--- config.mk ---
export PLATFORM = sky130hd
export DESIGN_NAME = bus_interface
export DESIGN_NICKNAME = d
export VERILOG_FILES = /design/src/rtl/bus_interface.sv
export SDC_FILE = /design/constraint.sdc
export NUM_CORES = 1
export LEC_CHECK = 0
export ABC_AREA = 1
export BUFFER_PORTS_ARGS = -buffer_cell sky130_fd_sc_hd__buf_2
export CAP_MARGIN = 20
export CORE_MARGIN = 4
export CORE_UTILIZATION = 51
export CTS_BUF_LIST = sky130_fd_sc_hd__clkbuf_4 sky130_fd_sc_hd__clkbuf_8
export CTS_CLUSTER_SIZE = 28
export DETAILED_ROUTE_END_ITERATION = 16
export PLACE_DENSITY_LB_ADDON = 0.1
export SLEW_MARGIN = 15
export SYNTH_ARGS = -nofsm -noshare
export SYNTH_HDL_FRONTEND = slang
export SYNTH_SLANG_ARGS = --single-unit
--- constraint.sdc ---
create_clock -name CLK -period 2 [get_ports CLK]
set_input_delay 0.4 -clock CLK [delete_from_list [all_inputs] [get_ports CLK]]
set_output_delay 0.4 -clock CLK [all_outputs]
set_load 0.05 [all_outputs]
--- src/rtl/bus_interface.sv ---
// Memory bus front end: arbitrates CPU and debug bus cycles, launches registered
// strobes from the bus-sequence code, and captures read data back to the requester.
module bus_interface (
  input  logic        CLK,
  input  logic        RESET,
  input  logic        FETCH,
  input  logic        DECODE,
  input  logic        EXECUTE,
  input  logic        COMMIT,
  input  logic [2:0]  BUS_SEQX,
  output logic [15:0] CPU_DIN,
  input  logic [15:0] CPU_ADDR,
  input  logic [15:0] CPU_DOUT,
  input  logic        CPU_BYTEX,
  output logic        RD_BUF,
  output logic        WR0_BUF,
  output logic        WR1_BUF,
  output logic [15:0] ADDR_BUF,
  output logic [15:0] DOUT_BUF,
  input  logic [15:0] DIN_BUF,
  output logic        DEBUG_RD,
  output logic        DEBUG_WR,
  output logic        DEBUG_DATA_SELX,
  output logic [15:0] DEBUG_DIN,
  input  logic [15:0] DEBUG_DOUT,
  input  logic [15:0] DEBUG_ADDR
);

  localparam logic [2:0] SEQ_IFETCH = 3'b001;
  localparam logic [2:0] SEQ_ARGRD  = 3'b010;
  localparam logic [2:0] SEQ_ARGWR  = 3'b011;
  localparam logic [2:0] SEQ_RSVD   = 3'b100;
  localparam logic [2:0] SEQ_DFETCH = 3'b101;
  localparam logic [2:0] SEQ_DARGRD = 3'b110;
  localparam logic [2:0] SEQ_DARGWR = 3'b111;

  // Phase flags are accepted for interface compatibility only.
  logic unused_phase;
  assign unused_phase = ^{FETCH, DECODE, EXECUTE, COMMIT};

  logic        is_dbg;
  logic        is_rd;
  logic        is_wr;
  logic        wr0_nxt;
  logic        wr1_nxt;
  logic [15:0] addr_nxt;
  logic [15:0] dout_nxt;
  logic        byte_p0;

  // Byte reads return the addressed lane zero-extended; word reads pass through.
  function automatic logic [15:0] cpu_capture(input logic [15:0] din,
                                              input logic        byte_mode,
                                              input logic        odd);
    if (!byte_mode)
      return din;
    else if (odd)
      return {8'h00, din[15:8]};
    else
      return {8'h00, din[7:0]};
  endfunction

  // Stage p0 inputs: decode bus code and select source
  always_comb begin
    is_dbg   = BUS_SEQX[2] && (BUS_SEQX != SEQ_RSVD);
    is_rd    = (BUS_SEQX == SEQ_IFETCH) || (BUS_SEQX == SEQ_ARGRD) ||
               (BUS_SEQX == SEQ_DFETCH) || (BUS_SEQX == SEQ_DARGRD);
    is_wr    = (BUS_SEQX == SEQ_ARGWR) || (BUS_SEQX == SEQ_DARGWR);
    addr_nxt = is_dbg ? DEBUG_ADDR : CPU_ADDR;
    dout_nxt = is_dbg ? DEBUG_DOUT : CPU_DOUT;
    wr0_nxt  = is_wr;
    wr1_nxt  = is_wr;
    if (is_wr && !is_dbg && CPU_BYTEX) begin
      dout_nxt = {CPU_DOUT[7:0], CPU_DOUT[7:0]};
      wr0_nxt  = !CPU_ADDR[0];
      wr1_nxt  = CPU_ADDR[0];
    end
  end

  // Stage p0 registers: launched strobes; capture of the cycle already on the bus
  always_ff @(posedge CLK) begin
    if (RESET) begin
      RD_BUF          <= 1'b0;
      WR0_BUF         <= 1'b0;
      WR1_BUF         <= 1'b0;
      ADDR_BUF        <= '0;
      DOUT_BUF        <= '0;
      DEBUG_DATA_SELX <= 1'b0;
      DEBUG_RD        <= 1'b0;
      DEBUG_WR        <= 1'b0;
      CPU_DIN         <= '0;
      DEBUG_DIN       <= '0;
      byte_p0         <= 1'b0;
    end else begin
      DEBUG_RD <= RD_BUF && DEBUG_DATA_SELX;
      DEBUG_WR <= (WR0_BUF || WR1_BUF) && DEBUG_DATA_SELX;
      if (RD_BUF) begin
        if (DEBUG_DATA_SELX)
          DEBUG_DIN <= DIN_BUF;
        else
          CPU_DIN <= cpu_capture(DIN_BUF, byte_p0, ADDR_BUF[0]);
      end

      RD_BUF          <= is_rd;
      WR0_BUF         <= wr0_nxt;
      WR1_BUF         <= wr1_nxt;
      DEBUG_DATA_SELX <= is_dbg;
      if (is_rd || is_wr) begin
        ADDR_BUF <= addr_nxt;
        byte_p0  <= CPU_BYTEX && !is_dbg;
      end
      if (is_wr)
        DOUT_BUF <= dout_nxt;
    end
  end

endmodule

Word level (Yosys, flattened, before mapping) --
Cells that the tools add are included.
Word-level totals: word-level logic and storage cells 42, register bits 71, input port bits 90, output and inout port bits 70
Cells by class: eq/ne operators 7, multiplexer cells 7, bitwise operators 1, reductions and logical operators 16
Operators by type and width (count):
- 16-bit 2-to-1 mux | 4
- 3-bit equality test (second input constant) | 3
- 8-bit 2-to-1 mux | 1
- 3-bit by 2-bit equality test with 1-bit output (second input constant) | 2
- 1-bit logical AND | 6
- 1-bit logical OR | 6
- 2-bit AND reduction | 2
- 3-bit by 1-bit equality test with 1-bit output (second input constant) | 1
- 3-bit inequality test (second input constant) | 1
- 1-bit logical NOT | 2
- 1-bit 2-to-1 mux | 2
- 1-bit NOT | 1

Longest topological paths before layout --
depth after elaboration 6, mapped depth 11, mapped depth without buffers 10

Least setup slack after synthesis --
OpenSTA, ideal clock, no wires.
path kind register -> register, from register RD_BUF, to register CPU_DIN[6], library setup time 0.120 ns, path slack 0.559 ns, buffers on the path 1, stages on the path, launching flop included 7, data arrival time 1.321 ns, data required time 1.880 ns, period minus slack after synthesis 1.441 ns, path through dfxtp_1 inv_1 nor2_4 inv_2 buf_6 a21oi_1 a21oi_1
On the way: word-level cells in the longest chain between the ends 1
RTL lines:
- start, declared | RTL line 15 | output logic RD_BUF,
- start signal, assigned | RTL line 103 | RD_BUF <= is_rd;
- 2-bit AND reduction (no source line)
- end signal, assigned | RTL line 100 | CPU_DIN <= cpu_capture(DIN_BUF, byte_p0, ADDR_BUF[0]);
- end, declared | RTL line 11 | output logic [15:0] CPU_DIN,
Every way passes these cells. A chain may end at the register's enable or synchronous reset.

Worst setup path after layout --
from register DEBUG_DATA_SELX, to output port DEBUG_DATA_SELX
RTL lines:
- start, declared | RTL line 23 | output logic DEBUG_DATA_SELX,
- start signal, assigned | RTL line 106 | DEBUG_DATA_SELX <= is_dbg;
No word-level cell between the ends.

==> impl_metrics.tcl <==
set metrics [dict create \
    crit_slowest_cell "dfxtp_1" \
    status "completed" \
    worst_slew_pin_slew_ns 0.525 \
    cts_buffers 9 \
    crit_type "flop to primary output" \
    grt_busiest_layer "met2" \
    startpoint_type "flop" \
    max-vdd-ir-drop_v 0.000558 \
    ys_ff_latch 71 \
    rows 28 \
    worst_ep_required_time_ns 1.60 \
    antenna_found_initial 0 \
    synth_cell_type_count 22 \
    finalCriticalPeriod_ns 1.47 \
    placed_cell_area_um2 3930 \
    grt_use_total_pct 23.2 \
    p_leak_nw 2.25 \
    cts_tree "built" \
    drive_gt1_share_pct 32.7 \
    grt_max_degree 42 \
    synth_top_area_cell "dfxtp_1" \
    synth_ff_type "dfxtp_1" \
    syn_area_per_cell_um2 7.19 \
    portBuffers 155 \
    async_flop_share_pct 0 \
    path_cells "buf_2" \
    gp_congestion 0.884 \
    yosysSeqAreaShare_pct 44.3 \
    min_path_type "input port to flop" \
    syn_nets 539 \
    area_growth_pct 30.5 \
    holdBufCountCts 0 \
    place_ws_ns 0.194 \
    crit_family "flip-flops" \
    core_area_um2 6030 \
    grt_pass1_vias 3093 \
    rsz0062_at_grt "no" \
    grt_pass1_wl_mm 14.0 \
    clock-root-buffer "clkbuf_8" \
    synth-edff-count 0 \
    max-slew-margin-rel_pct 65.0 \
    hold_viol 0 \
    critPathArrivalTime_ns 1.07 \
    overflow 0 \
    critical_path.max_stage_delay_ns 0.43 \
    start_util_pct 53.2 \
    first_iter_violations 164 \
    final_net_count 682 \
    finalSetupViolations 0 \
    dp_cells 653 \
    rrSetupSlack_ns 0.65 \
    layout.cells.non_filler 669 \
    period_share_pct 73.6 \
    synth.top_cells.by_area "dfxtp_1 44%, nand2_1 11%, nand3_1 9.2%" \
    syn_inst 446 \
    cap_violations 0 \
    cts_buffer_depth 2 \
    viasPerCell 5.01 \
    first_pass_iters 5 \
    hpwlAfterDp_mm 6.66 \
    clk_pin_slew_ns 0.08 \
    setup_tns_ns 0 \
    post_cts_buffers 0 \
    antennaDiodeCount 0 \
    ant_nets 0 \
    final_area_um2 4190 \
    synth_top_area_share_pct 44.3 \
    h-tree-depth 3 \
    post_cts_resized 0 \
    timing.fmax_mhz 679 \
    die_y_um 87.3 \
    netlist_top_cells_count "98 x nand2_1, 71 x dfxtp_1, 59 x nand3_1" \
    clock_sinks 71 \
    yosysMostFrequentCell "nand2_1" \
    ys_warn_count 0 \
    final_core_util_pct 69.5 \
    maxSlewViolCount 0 \
    grt_use_met2_pct 38.3 \
    routedWlPerCell_um 13.4 \
    die_area_um2 7620 \
    clock_latency_ns 0.34 \
    cp-end-kind "primary output" \
    drc 0 \
    dieWidth_um 87.3 \
    postRouteWirelength_mm 8.99 \
    layout_setup_ws_ns 0.528 \
    crit_buf_inv 1 \
    skew_ns 0.0113 \
    grt_util_met3_pct 5.49 \
    ios 160 \
    vias 3355 \
    critPathMaxFanout 4 \
    use_met1_pct 29.6 \
    netlist_area_um2 3210 \
    cellPowerDensity_nw_per_um2 896 \
]
## cell usage in the layout (no fill, tap or decap)
| cell | instances |
|---|---|
| o211ai_1 | 16 |
| buf_2 | 155 |
| ha_1 | 3 |
| inv_6 | 2 |
| inv_8 | 1 |
| a21oi_1 | 33 |
| nand2_2 | 9 |
| o21ai_1 | 11 |
| clkbuf_8 | 9 |
| inv_4 | 1 |
| nor2_4 | 1 |
| nor2_1 | 56 |
| buf_4 | 6 |
| bufinv_16 | 3 |
| o21ai_0 | 16 |
| nand2_1 | 98 |
| inv_1 | 31 |
| nand3_1 | 59 |
| nand2_8 | 1 |
| dfxtp_1 | 71 |
| clkinv_4 | 1 |
| nand4_1 | 6 |
| inv_2 | 5 |
## state kept, by name (all words and copies together), names as in the netlist
signal           cells
WR0_BUF              1
ADDR_BUF            16
DEBUG_WR             1
DEBUG_RD             1
byte_p0              1
RD_BUF               1
DOUT_BUF            16
CPU_DIN             16
WR1_BUF              1
DEBUG_DIN           16
DEBUG_DATA_SELX      1
## worst register-to-register path: cells and delay by family, from the launching register on
family / cells / cell delay (ns)
buf+inv: 2 / 0.32
simple gates: 1 / 0.30
flops: 1 / 0.37
compound gates: 2 / 0.26
## layer usage
layer,vias up,part of all wire (%)
li1,1739,-
met4,0,1.3
met1,1458,41
met5,-,0
met3,12,9.0
met2,146,48
## final timing paths
check / cells past startpoint / to / start
worst max-delay path: 1 / DEBUG_DATA_SELX / DEBUG_DATA_SELX
worst min-delay path: 3 / WR1_BUF / CPU_ADDR[0]
worst max register to register: 5 / CPU_DIN[1] / RD_BUF
worst min register to register: 2 / DOUT_BUF[3] / DOUT_BUF[3]
## kinds of logic (layout without fill, tap and decap cells)
family	count (synthesis)	in the layout	synth area share, %
fa+ha+maj	3	3	1.17
compound gates	76	76	13.1
simple gates	230	230	31.1
flops	71	71	44.3
buf+inv	66	214	10.3
## final cells by class
type / instances / area, µm²
clock buffers: 9 / 124
clock inverters: 7 / 128
fillers: 550 / 1840
inverters: 37 / 141
multi-input cells: 309 / 1460
flip-flops and latches: 71 / 1420
well taps: 75 / 93.8
repair buffers: 161 / 821
## power by group
part	switching (mW)	internal (mW)	total, mW
combinational	0.568	0.223	0.790
sequential	0.0454	1.50	1.54
clock	0.569	0.848	1.42
total	1.18	2.57	3.75
## per-stage QoR
| stage | power (mW) | hold WS, ns |
|---|---|---|
| 3_3_place_gp | 2.35 | 0.451 |
| 4_1_cts | 3.77 | 0.311 |
| 6_report | 3.75 | 0.326 |
| 2_1_floorplan | 2.14 | 0.531 |
| 5_1_grt | 3.91 | 0.334 |
| 3_5_place_dp | 2.36 | 0.452 |
(Power assumes the default switching activity.)
